### src/rtl/tcam_access_ctrl_if.sv
// Bus bundle for tcam_access_ctrl: the write and search request channels, the result channel,
// the memory-wrapper port and the debug taps.
interface tcam_access_ctrl_if #(
   parameter int KEY_W     = 28,
   parameter int WR_ADDR_W = 10,
   parameter int DATA_W    = 32,
   parameter int WMASK_W   = 4,
   parameter int PMA_W     = 6
);
   // Handshakes: a transfer happens on a rising clock edge where valid and ready are both high.
   // Ready never depends on the previous transfer's data. A producer may drop valid without a
   // transfer, and that has no effect. Request fields are sampled only in the transfer cycle.
   logic                 in_wr_valid;
   logic [WR_ADDR_W-1:0] in_wr_addr;
   logic [WMASK_W-1:0]   in_wr_wmask;
   logic [DATA_W-1:0]    in_wr_wdata;
   logic                 out_wr_ready;

   logic                 in_srch_valid;
   logic [KEY_W-1:0]     in_srch_key;
   logic                 out_srch_ready;

   logic                 out_res_valid;
   logic [PMA_W-1:0]     out_res_pma;
   logic                 in_res_ready;

   logic                 out_mem_csb;
   logic                 out_mem_web;
   logic [WMASK_W-1:0]   out_mem_wmask;
   logic [KEY_W-1:0]     out_mem_addr;
   logic [DATA_W-1:0]    out_mem_wdata;
   logic [PMA_W-1:0]     in_mem_pma;

   logic                 out_busy;
   logic [2:0]           dbg_state;
   logic [7:0]           dbg_wr_streak;

   modport slave (
      input  in_wr_valid, in_wr_addr, in_wr_wmask, in_wr_wdata,
      input  in_srch_valid, in_srch_key, in_res_ready, in_mem_pma,
      output out_wr_ready, out_srch_ready, out_res_valid, out_res_pma,
      output out_mem_csb, out_mem_web, out_mem_wmask, out_mem_addr, out_mem_wdata,
      output out_busy, dbg_state, dbg_wr_streak
   );

   modport master (
      output in_wr_valid, in_wr_addr, in_wr_wmask, in_wr_wdata,
      output in_srch_valid, in_srch_key, in_res_ready, in_mem_pma,
      input  out_wr_ready, out_srch_ready, out_res_valid, out_res_pma,
      input  out_mem_csb, out_mem_web, out_mem_wmask, out_mem_addr, out_mem_wdata,
      input  out_busy, dbg_state, dbg_wr_streak
   );
endinterface

### src/rtl/tcam_access_ctrl.sv
// Arbitrates rule writes and key searches onto the single TCAM wrapper port and buffers one
// search result behind a valid/ready handshake.
module tcam_access_ctrl #(
   parameter int KEY_W        = 28,
   parameter int WR_ADDR_W    = 10,
   parameter int DATA_W       = 32,
   parameter int WMASK_W      = 4,
   parameter int PMA_W        = 6,
   parameter int RD_LAT       = 1,
   parameter int MAX_WR_BURST = 4
) (
   input  logic               in_clk,
   input  logic               in_rstn,
   tcam_access_ctrl_if.slave  bus
);
   typedef enum logic [2:0] {
      IDLE   = 3'd0,
      WRITE  = 3'd1,
      SEARCH = 3'd2,
      WAIT   = 3'd3,
      RESP   = 3'd4
   } state_t;

   localparam int CNT_W    = (RD_LAT > 1) ? $clog2(RD_LAT) : 1;
   localparam int STREAK_W = $clog2(MAX_WR_BURST + 1);
   localparam logic [CNT_W-1:0]    CNT_LOAD   = CNT_W'(RD_LAT - 1);
   localparam logic [STREAK_W-1:0] STREAK_MAX = STREAK_W'(MAX_WR_BURST);

   state_t               state;
   logic [STREAK_W-1:0]  wr_streak;
   logic [CNT_W-1:0]     lat_cnt;
   logic                 mem_csb;
   logic                 mem_web;
   logic [WMASK_W-1:0]   mem_wmask;
   logic [KEY_W-1:0]     mem_addr;
   logic [DATA_W-1:0]    mem_wdata;
   logic                 res_valid;
   logic [PMA_W-1:0]     res_pma;

   logic is_idle;
   logic grant_wr;
   logic grant_srch;

   // Writes win unless a search has already waited out a full write burst.
   always_comb begin
      is_idle    = (state == IDLE);
      grant_wr   = bus.in_wr_valid & (~bus.in_srch_valid | (wr_streak < STREAK_MAX));
      grant_srch = bus.in_srch_valid & ~grant_wr;
   end

   assign bus.out_wr_ready   = is_idle & grant_wr;
   assign bus.out_srch_ready = is_idle & grant_srch;
   assign bus.out_res_valid  = res_valid;
   assign bus.out_res_pma    = res_pma;
   assign bus.out_mem_csb    = mem_csb;
   assign bus.out_mem_web    = mem_web;
   assign bus.out_mem_wmask  = mem_wmask;
   assign bus.out_mem_addr   = mem_addr;
   assign bus.out_mem_wdata  = mem_wdata;
   assign bus.out_busy       = ~is_idle;
   assign bus.dbg_state      = state;
   assign bus.dbg_wr_streak  = 8'(wr_streak);

   always_ff @(posedge in_clk or negedge in_rstn) begin
      if (!in_rstn) begin
         state     <= IDLE;
         wr_streak <= '0;
         lat_cnt   <= '0;
         mem_csb   <= 1'b1;
         mem_web   <= 1'b1;
         mem_wmask <= '0;
         mem_addr  <= '0;
         mem_wdata <= '0;
         res_valid <= 1'b0;
         res_pma   <= '0;
      end else begin
         case (state)
            IDLE: begin
               if (grant_wr) begin
                  state     <= WRITE;
                  mem_csb   <= 1'b0;
                  mem_web   <= 1'b0;
                  mem_addr  <= KEY_W'(bus.in_wr_addr);
                  mem_wmask <= bus.in_wr_wmask;
                  mem_wdata <= bus.in_wr_wdata;
                  if (bus.in_srch_valid && (wr_streak != STREAK_MAX))
                     wr_streak <= wr_streak + 1'b1;
               end else if (grant_srch) begin
                  state     <= SEARCH;
                  mem_csb   <= 1'b0;
                  mem_web   <= 1'b1;
                  mem_addr  <= bus.in_srch_key;
                  mem_wmask <= '0;
                  mem_wdata <= '0;
                  wr_streak <= '0;
               end
            end
            WRITE: begin
               state     <= IDLE;
               mem_csb   <= 1'b1;
               mem_web   <= 1'b1;
               mem_wmask <= '0;
            end
            SEARCH: begin
               state   <= WAIT;
               mem_csb <= 1'b1;
               lat_cnt <= CNT_LOAD;
            end
            WAIT: begin
               if (lat_cnt == '0) begin
                  res_pma   <= bus.in_mem_pma;
                  res_valid <= 1'b1;
                  state     <= RESP;
               end else begin
                  lat_cnt <= lat_cnt - 1'b1;
               end
            end
            RESP: begin
               // Draining the result returns to IDLE first, so no grant shares this cycle.
               if (bus.in_res_ready) begin
                  res_valid <= 1'b0;
                  state     <= IDLE;
               end
            end
            default: state <= IDLE;
         endcase
      end
   end
endmodule

### src/flat_wrapper.sv
// flat-port wrapper written by rule: the top's interface ports become plain ports
module tcam_access_ctrl_flat 
#(
   parameter int KEY_W        = 28,
   parameter int WR_ADDR_W    = 10,
   parameter int DATA_W       = 32,
   parameter int WMASK_W      = 4,
   parameter int PMA_W        = 6,
   parameter int RD_LAT       = 1,
   parameter int MAX_WR_BURST = 4
)
  (in_clk, in_rstn, bus_in_wr_valid, bus_in_wr_addr, bus_in_wr_wmask, bus_in_wr_wdata, bus_in_srch_valid, bus_in_srch_key, bus_in_res_ready, bus_in_mem_pma, bus_out_wr_ready, bus_out_srch_ready, bus_out_res_valid, bus_out_res_pma, bus_out_mem_csb, bus_out_mem_web, bus_out_mem_wmask, bus_out_mem_addr, bus_out_mem_wdata, bus_out_busy, bus_dbg_state, bus_dbg_wr_streak);
  tcam_access_ctrl_if #(.KEY_W(KEY_W), .WR_ADDR_W(WR_ADDR_W), .DATA_W(DATA_W), .WMASK_W(WMASK_W), .PMA_W(PMA_W)) bus_i ();
  input  logic in_clk;
  input  logic in_rstn;
  input wire logic [$bits(bus_i.in_wr_valid)-1:0] bus_in_wr_valid;
  input wire logic [$bits(bus_i.in_wr_addr)-1:0] bus_in_wr_addr;
  input wire logic [$bits(bus_i.in_wr_wmask)-1:0] bus_in_wr_wmask;
  input wire logic [$bits(bus_i.in_wr_wdata)-1:0] bus_in_wr_wdata;
  input wire logic [$bits(bus_i.in_srch_valid)-1:0] bus_in_srch_valid;
  input wire logic [$bits(bus_i.in_srch_key)-1:0] bus_in_srch_key;
  input wire logic [$bits(bus_i.in_res_ready)-1:0] bus_in_res_ready;
  input wire logic [$bits(bus_i.in_mem_pma)-1:0] bus_in_mem_pma;
  output wire logic [$bits(bus_i.out_wr_ready)-1:0] bus_out_wr_ready;
  output wire logic [$bits(bus_i.out_srch_ready)-1:0] bus_out_srch_ready;
  output wire logic [$bits(bus_i.out_res_valid)-1:0] bus_out_res_valid;
  output wire logic [$bits(bus_i.out_res_pma)-1:0] bus_out_res_pma;
  output wire logic [$bits(bus_i.out_mem_csb)-1:0] bus_out_mem_csb;
  output wire logic [$bits(bus_i.out_mem_web)-1:0] bus_out_mem_web;
  output wire logic [$bits(bus_i.out_mem_wmask)-1:0] bus_out_mem_wmask;
  output wire logic [$bits(bus_i.out_mem_addr)-1:0] bus_out_mem_addr;
  output wire logic [$bits(bus_i.out_mem_wdata)-1:0] bus_out_mem_wdata;
  output wire logic [$bits(bus_i.out_busy)-1:0] bus_out_busy;
  output wire logic [$bits(bus_i.dbg_state)-1:0] bus_dbg_state;
  output wire logic [$bits(bus_i.dbg_wr_streak)-1:0] bus_dbg_wr_streak;
  assign bus_i.in_wr_valid = bus_in_wr_valid;
  assign bus_i.in_wr_addr = bus_in_wr_addr;
  assign bus_i.in_wr_wmask = bus_in_wr_wmask;
  assign bus_i.in_wr_wdata = bus_in_wr_wdata;
  assign bus_i.in_srch_valid = bus_in_srch_valid;
  assign bus_i.in_srch_key = bus_in_srch_key;
  assign bus_i.in_res_ready = bus_in_res_ready;
  assign bus_i.in_mem_pma = bus_in_mem_pma;
  assign bus_out_wr_ready = bus_i.out_wr_ready;
  assign bus_out_srch_ready = bus_i.out_srch_ready;
  assign bus_out_res_valid = bus_i.out_res_valid;
  assign bus_out_res_pma = bus_i.out_res_pma;
  assign bus_out_mem_csb = bus_i.out_mem_csb;
  assign bus_out_mem_web = bus_i.out_mem_web;
  assign bus_out_mem_wmask = bus_i.out_mem_wmask;
  assign bus_out_mem_addr = bus_i.out_mem_addr;
  assign bus_out_mem_wdata = bus_i.out_mem_wdata;
  assign bus_out_busy = bus_i.out_busy;
  assign bus_dbg_state = bus_i.dbg_state;
  assign bus_dbg_wr_streak = bus_i.dbg_wr_streak;
  tcam_access_ctrl #(.KEY_W(KEY_W), .WR_ADDR_W(WR_ADDR_W), .DATA_W(DATA_W), .WMASK_W(WMASK_W), .PMA_W(PMA_W), .RD_LAT(RD_LAT), .MAX_WR_BURST(MAX_WR_BURST)) u_core (.in_clk(in_clk), .in_rstn(in_rstn), .bus(bus_i));
endmodule
### config.mk
export PLATFORM = sky130hd
export DESIGN_NAME = tcam_access_ctrl_flat
export DESIGN_NICKNAME = d
export VERILOG_FILES = /design/src/rtl/tcam_access_ctrl_if.sv /design/src/rtl/tcam_access_ctrl.sv /design/src/flat_wrapper.sv
export SDC_FILE = /design/constraint.sdc
export NUM_CORES = 1
export LEC_CHECK = 0
export CORE_MARGIN = 2
export CORE_UTILIZATION = 31
export CTS_BUF_LIST = sky130_fd_sc_hd__clkbuf_8 sky130_fd_sc_hd__clkbuf_16
export CTS_CLUSTER_DIAMETER = 40
export DETAILED_ROUTE_END_ITERATION = 7
export GPL_TIMING_DRIVEN = 0
export PLACE_DENSITY_LB_ADDON = 0.2
export RECOVER_POWER = 25
export SLEW_MARGIN = 0
export SYNTH_ARGS = -nofsm -noshare
export SYNTH_HDL_FRONTEND = slang
export SYNTH_SLANG_ARGS = --single-unit
export TNS_END_PERCENT = 50
### constraint.sdc
create_clock -name in_clk -period 2 [get_ports in_clk]
set_input_delay 0.3 -clock in_clk [delete_from_list [all_inputs] [get_ports in_clk]]
set_output_delay 0.3 -clock in_clk [all_outputs]
set_load 0.05 [all_outputs]
==> impl_metrics.env, run 1 <==
export IMPL_outcome="finished clean"
export IMPL_std_cell_rows=36
export IMPL_finalCriticalPeriod_ns=1.93
export IMPL_drv_slew=0
export IMPL_die_width_um=103
export IMPL_routed_wl_mm=8.68
export IMPL_route_vias_total=2565
export IMPL_io_buffers=166
export IMPL_ios=172
export IMPL_tightestPinTransition_ns=0.732
export IMPL_min_to="u_core.wr_streak[1]$_DFFE_PN0P_"
export IMPL_period_share_pct=96.6
export IMPL_worstSkewPairLatency_ns=0.34
export IMPL_top_usage_layer="met2"
export IMPL_path_clk_slew_ns=0.08
export IMPL_p_per_area_nw_per_um2=1820
export IMPL_drcViolationCount=0
export IMPL_antenna_cells=0
export IMPL_min_from="bus_in_srch_valid"
export IMPL_grt_overflow_total=0
export IMPL_drt_initial_drc_count=51
export IMPL_vias_per_cell=4.69
export IMPL_synth_area_per_cell_um2=13.9
export IMPL_die_area_um2=10700
export IMPL_finClkSkew_ns=0.00812
export IMPL_track_usage_pct=16.2
export IMPL_setup_viol=0
export IMPL_gp_congestion=0.713
export IMPL_fin_nets=496
export IMPL_antenna_found_initial=0
export IMPL_syn_area_um2=3070
export IMPL_crit_fanout=4
export IMPL_antenna_left=0
export IMPL_cts_buffer_depth=2
export IMPL_drt_pass1_iterations=4
export IMPL_stdcell_count=547
export IMPL_reg2reg_depth=3
export IMPL_min_path_cells=2
export IMPL_crit_required_ns=1.70
export IMPL_critPathCaptureType="primary output"
export IMPL_grt_max_degree=52
export IMPL_core_um2=9680
export IMPL_met1_usage_pct=22.9
export IMPL_cts_tree="done"
export IMPL_ys_ff_latch=79
export IMPL_layout_common_cells="clkdlybuf4s50_1, dfrtp_1, a22o_1, buf_4"
export IMPL_worstSetupPathType="flip-flop to primary output"
export IMPL_dp_hpwl_mm=6.12
export IMPL_worstPathArrival_ns=1.63
export IMPL_grt_first_pass_wirelength_mm=13.3
export IMPL_met2_usage_pct=24.4
export IMPL_final_common_cell="clkdlybuf4s50_1"
export IMPL_slew_headroom_pct=51.2
export IMPL_worstReg2RegStart="u_core.bus.dbg_state[2]$_DFFE_PN0P_"
export IMPL_max_freq_mhz=518
export IMPL_hold_path_class="input port to flip-flop"
export IMPL_grt_pass1_vias=2567
export IMPL_r2r_slack_ns=0.28
export IMPL_cts_buffers=9
export IMPL_yosys_warnings=0
export IMPL_yosysUniqueCellTypes=33
export IMPL_power_leakage_nw=2.26
export IMPL_cts_sinks=79
export IMPL_root_buffer="clkbuf_8"
export IMPL_initial_core_util_pct=31.7
export IMPL_hold_viol=0
export IMPL_peakVddDrop_v=0.000796
export IMPL_start_kind="flip-flop"
export IMPL_finalHoldWorstSlack_ns=0.411
export IMPL_htreeDepth=3
export IMPL_rsz0062_at_grt="true"
export IMPL_place_inst=525
export IMPL_worst_r2r_endpoint="u_core.wr_streak[0]$_DFFE_PN0P_"
export IMPL_ys_seq_area_share_pct=64.5
export IMPL_layout_area_overhead_vs_synth_pct=69.1
export IMPL_syn_inst=221
export IMPL_use_met3_pct=4.10
export IMPL_chipHeight_um=103
export IMPL_cap_violations=0
export IMPL_wl_per_cell_um=15.9
export IMPL_layout_drive_gt1_share_pct=13.0
[layout make-up]
class	instances	area, um^2
Sequential cell	79	1980
Clock inverter	7	66.3
Tap cell	133	166
Buffer	19	109
Fill cell	859	4500
Timing Repair Buffer	176	1740
Clock buffer	9	124
Inverter	7	26.3
Multi-Input combinational cell	117	971
[worst max-delay path by stage]
stage / to / from / slack (ns)
after floorplan: bus_out_srch_ready / u_core.bus.dbg_state[2]$_DFFE_PN0P_ / 0.01
after global placement: u_core.bus.dbg_state[2]$_DFFE_PN0P_ / in_rstn / -2.47
after detailed placement: bus_out_srch_ready / bus_in_srch_valid / -0.85
after CTS: bus_dbg_state[2] / u_core.bus.dbg_state[2]$_DFFE_PN0P_ / 0.01
after global routing: bus_out_srch_ready / u_core.bus.dbg_state[0]$_DFFE_PN0P_ / -0.03
final: bus_out_srch_ready / u_core.bus.dbg_state[1]$_DFFE_PN0P_ / 0.07
[cells in the mapped netlist]
cell type / count / area, um^2
buf_4: 6 / 45.0
nor2_1: 4 / 15.0
nand3_1: 1 / 5.00
a32o_1: 1 / 10.0
nand2_1: 3 / 11.3
clkbuf_1: 10 / 37.5
dfstp_2: 2 / 52.6
a21oi_1: 3 / 15.0
nor2_2: 1 / 6.26
nor3_1: 1 / 5.00
nor2b_1: 1 / 6.26
nor3b_1: 1 / 7.51
a22o_1: 55 / 482
o21ai_0: 2 / 10.0
ha_1: 2 / 25.0
o31ai_1: 1 / 7.51
xnor2_1: 1 / 8.76
o32ai_1: 10 / 87.6
a2bb2oi_1: 10 / 87.6
nor3_4: 2 / 32.5
inv_2: 1 / 3.75
mux2_2: 6 / 67.6
conb_1: 1 / 3.75
a211oi_1: 1 / 7.51
o2bb2ai_1: 1 / 8.76
inv_1: 6 / 22.5
dfrtp_1: 77 / 1930
o21ai_1: 1 / 5.00
or3_1: 1 / 6.26
a21bo_2: 1 / 10.0
nand3b_1: 1 / 7.51
buf_2: 6 / 30.0
or4b_2: 1 / 10.0
[where the power goes]
group	internal, mW	switching [mW]	total [mW]
sequential	2.26	0.391	2.66
clock	0.568	0.579	1.15
combinational	2.06	3.59	5.65
[per-layer routing]
layer	part of all wire (%)	vias up
met5	0	-
met4	1.4	0
met3	7.9	10
met2	45	107
met1	45	1235
li1	-	1213
[logic make-up (layout without fill, tap and decap cells)]
family | Yosys count | after routing | share of synthesized area (%)
compound gates | 86 | 86 | 23.8
xor+xnor | 1 | 1 | 0.286
other cells | 1 | 5 | 0.122
buf+inv | 29 | 218 | 4.53
flops | 79 | 79 | 64.5
simple gates | 17 | 17 | 3.67
mux | 6 | 6 | 2.20
fa+ha+maj | 2 | 2 | 0.816
[worst max-delay path, cell delays in order, from the launching register on]
cell	delay [ns]
dfrtp_2	0.44
nor3_4	0.22
inv_2	0.10
nor3_4	0.25
buf_6	0.15
buf_8	0.13
[state kept, by name (all words and copies together), names as in the netlist]
register                  count
u_core.bus.out_mem_csb        1
u_core.bus.out_mem_web        1
u_core.bus.out_mem_wmask      4
u_core.bus.dbg_state          3
u_core.bus.out_mem_addr      28
u_core.wr_streak              3
u_core.bus.out_res_pma        6
u_core.bus.out_mem_wdata     32
u_core.bus.out_res_valid      1
[through the flow]
step / utilization, % / instance area (um^2) / total power [mW] / setup TNS (ns) / worst slack, ns
floorplan: - / 3090 / 6.32 / 0 / 0.0142
global placement: 50.8 / 4920 / 8.23 / -177.52 / -2.47
detailed placement: 51.0 / 4940 / 8.29 / -7.40 / -0.850
CTS: 53.5 / 5180 / 9.53 / 0 / 0.0118
global route: 53.5 / 5180 / 9.95 / -0.0675 / -0.0338
finish: 53.5 / 5180 / 9.45 / 0 / 0.0689
[what timing repair did]
action | CTS | global route
resized for setup | 20 | 3
pin swaps | 2 | 0
setup endpoints to repair | 5 | 3
setup buffers | 6 | 2
hold endpoints to repair | 27 | 0
gates cloned | 0 | 0
hold buffers | 1 | 0
Power figures use the tool's default switching activity.
==> run 2: changes to the inputs <==
--- a/config.mk
+++ b/config.mk
@@ -12,3 +12,2 @@
 export DETAILED_ROUTE_END_ITERATION = 7
-export GPL_TIMING_DRIVEN = 0
 export PLACE_DENSITY_LB_ADDON = 0.2
==> constraint.sdc (replaced) <==
create_clock -name in_clk -period 2.15 [get_ports in_clk]
set_input_delay 0.645 -clock in_clk [delete_from_list [all_inputs] [get_ports in_clk]]
set_output_delay 0.645 -clock in_clk [all_outputs]
set_load 0.05 [all_outputs]
==> impl_metrics.env, run 2 (synthesis gave the netlist of run 1 again) <==
export IMPL_outcome="complete, but fails checks"
export IMPL_violations="max-capacitance violations, max-slew violations, negative setup slack"
export IMPL_tightestPinTransition_ns=1.57
export IMPL_io_buffers=166
export IMPL_cts_sinks=79
export IMPL_max_freq_mhz=464
export IMPL_setup_tns_ns=-0.00668
export IMPL_crit_path_frequent_cell="nor3_4"
export IMPL_grt_max_degree=42
export IMPL_min_path_cells=2
export IMPL_finalCriticalPeriod_ns=2.16
export IMPL_chipHeight_um=103
export IMPL_route_vias_total=2493
export IMPL_track_usage_pct=14.9
export IMPL_crit_buf_inv=2
export IMPL_hold_viol=0
export IMPL_drv_slew=28
export IMPL_die_width_um=103
export IMPL_peakVddDrop_v=0.000756
export IMPL_layout_common_cells="clkdlybuf4s50_1, dfrtp_1, a22o_1, buf_4, dlygate4sd2_1"
export IMPL_fin_nets=484
export IMPL_initial_core_util_pct=31.7
export IMPL_cts_tree="done"
export IMPL_antenna_left=0
export IMPL_place_inst=518
export IMPL_worstSkewPairLatency_ns=0.34
export IMPL_drcViolationCount=0
export IMPL_slew_headroom_pct=-4.65
export IMPL_grt_first_pass_wirelength_mm=12.2
export IMPL_clkPwrFrac_pct=14.2
export IMPL_layout_area_overhead_vs_synth_pct=66.5
export IMPL_pre_cts_ws_ns=-0.220
export IMPL_final_common_cell="clkdlybuf4s50_1"
export IMPL_final_area_um2=5110
export IMPL_power_switching_share_pct=48.4
export IMPL_crit_family="simple AND/OR/NAND/NOR gates"
export IMPL_root_buffer="clkbuf_8"
export IMPL_grt_overflow_total=0
export IMPL_post_route_util_pct=52.7
export IMPL_largest_register_ffs=32
export IMPL_antenna_found_initial=0
export IMPL_worst_r2r_endpoint="u_core.wr_streak[0]$_DFFE_PN0P_"
export IMPL_p_switching_mw=4.24
export IMPL_drt_pass1_iterations=4
export IMPL_path_clk_slew_ns=0.09
export IMPL_placed_area_um2=4910
export IMPL_p_per_area_nw_per_um2=1710
export IMPL_ios=172
export IMPL_endpoint="bus_out_srch_ready"
export IMPL_finClkSkew_ns=0.0114
export IMPL_htreeDepth=3
export IMPL_worstPathArrival_ns=1.51
export IMPL_crit_required_ns=1.50
export IMPL_worstReg2RegStart="u_core.bus.dbg_state[2]$_DFFE_PN0P_"
export IMPL_crit_cells=4
export IMPL_vias_per_cell=4.66
export IMPL_rsz0062_at_grt="true"
export IMPL_core_um2=9680
export IMPL_wl_per_cell_um=15.4
export IMPL_fin_ws_ns=-0.00668
export IMPL_power_total_mw=8.75
export IMPL_crit_slowest_cell="dfrtp_2"
export IMPL_die_area_um2=10700
export IMPL_path_cells="nor3_4 > inv_4 > nor3_4 > buf_12"
export IMPL_reg2reg_depth=3
export IMPL_critPathCaptureType="primary output"
export IMPL_worstSetupPathType="flip-flop to primary output"
export IMPL_gp_congestion=0.755
export IMPL_sequentialPowerShare_pct=28.1
export IMPL_cts_buffers=9
export IMPL_cap_violations=1
export IMPL_start_kind="flip-flop"
export IMPL_stdcell_count=535
export IMPL_cts_buffer_depth=2
export IMPL_drt_initial_drc_count=49
export IMPL_routed_wl_mm=8.22
export IMPL_layout_drive_gt1_share_pct=23.1
export IMPL_p_int_mw=4.52
export IMPL_period_share_pct=100
export IMPL_fill_cells=872
export IMPL_dp_hpwl_mm=5.93
export IMPL_crit_fanout=4
export IMPL_finalHoldWorstSlack_ns=0.470
export IMPL_p_comb_share_pct=57.7
export IMPL_setup_viol=1
export IMPL_power_leakage_nw=2.43
export IMPL_cpPeakStageDelay_ns=0.43
export IMPL_grt_pass1_vias=2423
export IMPL_std_cell_rows=36
export IMPL_antenna_cells=0
export IMPL_hold_path_class="flip-flop to flip-flop"
export IMPL_startpoint="u_core.bus.dbg_state[0]$_DFFE_PN0P_"
export IMPL_r2r_slack_ns=0.41
==> run 2: area by class of cell <==
| cell class | instances | area [um^2] | share of cell area [%] |
|---|---|---|---|
| sequential | 79 | 1980 | 38.8 |
| inverter | 7 | 28.8 | 0.563 |
| timing repair buffer | 183 | 1710 | 33.5 |
| tap | 133 | 166 | 3.26 |
| multi-input combinational | 117 | 988 | 19.4 |
| clock inverter | 6 | 92.6 | 1.81 |
| clock buffer | 10 | 138 | 2.69 |
==> run 2: timing repair <==
item	CTS	global route
setup endpoints to repair	40	4
setup buffers	0	1
resized for setup	41	3
hold buffers	0	0
pin swaps	3	0
==> run 2: layer usage <==
layer | share of wire (%) | track usage [%]
met1 | 46 | 20.8
met5 | 0 | 0
met4 | 0.82 | 4.25
met3 | 6.9 | 3.43
met2 | 46 | 23.2
==> run 2: worst min-delay path, cell delays in order, from the launching register on <==
cell	delay, ns
dfstp_2	0.38
inv_1	0.04
a21oi_1	0.05
==> run 2: worst min-delay path by stage <==
stage                                  startpoint                               endpoint  slack, ns
2_1_floorplan                             in_rstn    u_core.bus.dbg_state[0]$_DFFE_PN0P_       0.35
3_3_place_gp   u_core.bus.out_mem_web$_DFFE_PN1P_     u_core.bus.out_mem_web$_DFFE_PN1P_       0.45
3_5_place_dp   u_core.bus.out_mem_web$_DFFE_PN1P_     u_core.bus.out_mem_web$_DFFE_PN1P_       0.46
5_1_grt        u_core.bus.out_mem_web$_DFFE_PN1P_     u_core.bus.out_mem_web$_DFFE_PN1P_       0.50
6_report       u_core.bus.out_mem_web$_DFFE_PN1P_     u_core.bus.out_mem_web$_DFFE_PN1P_       0.47
4_1_cts                                   in_rstn  u_core.bus.out_res_pma[5]$_DFFE_PN0P_       0.21
==> run 2: power by group through the flow <==
stage / clock [mW] / combinational (mW) / sequential, mW
floorplan: 0 / 1.40 / 4.51
detailed placement: 0 / 5.30 / 2.48
global placement: 0 / 5.25 / 2.49
global route: 1.35 / 5.32 / 2.54
finish: 1.24 / 5.05 / 2.46
CTS: 1.28 / 5.10 / 2.47
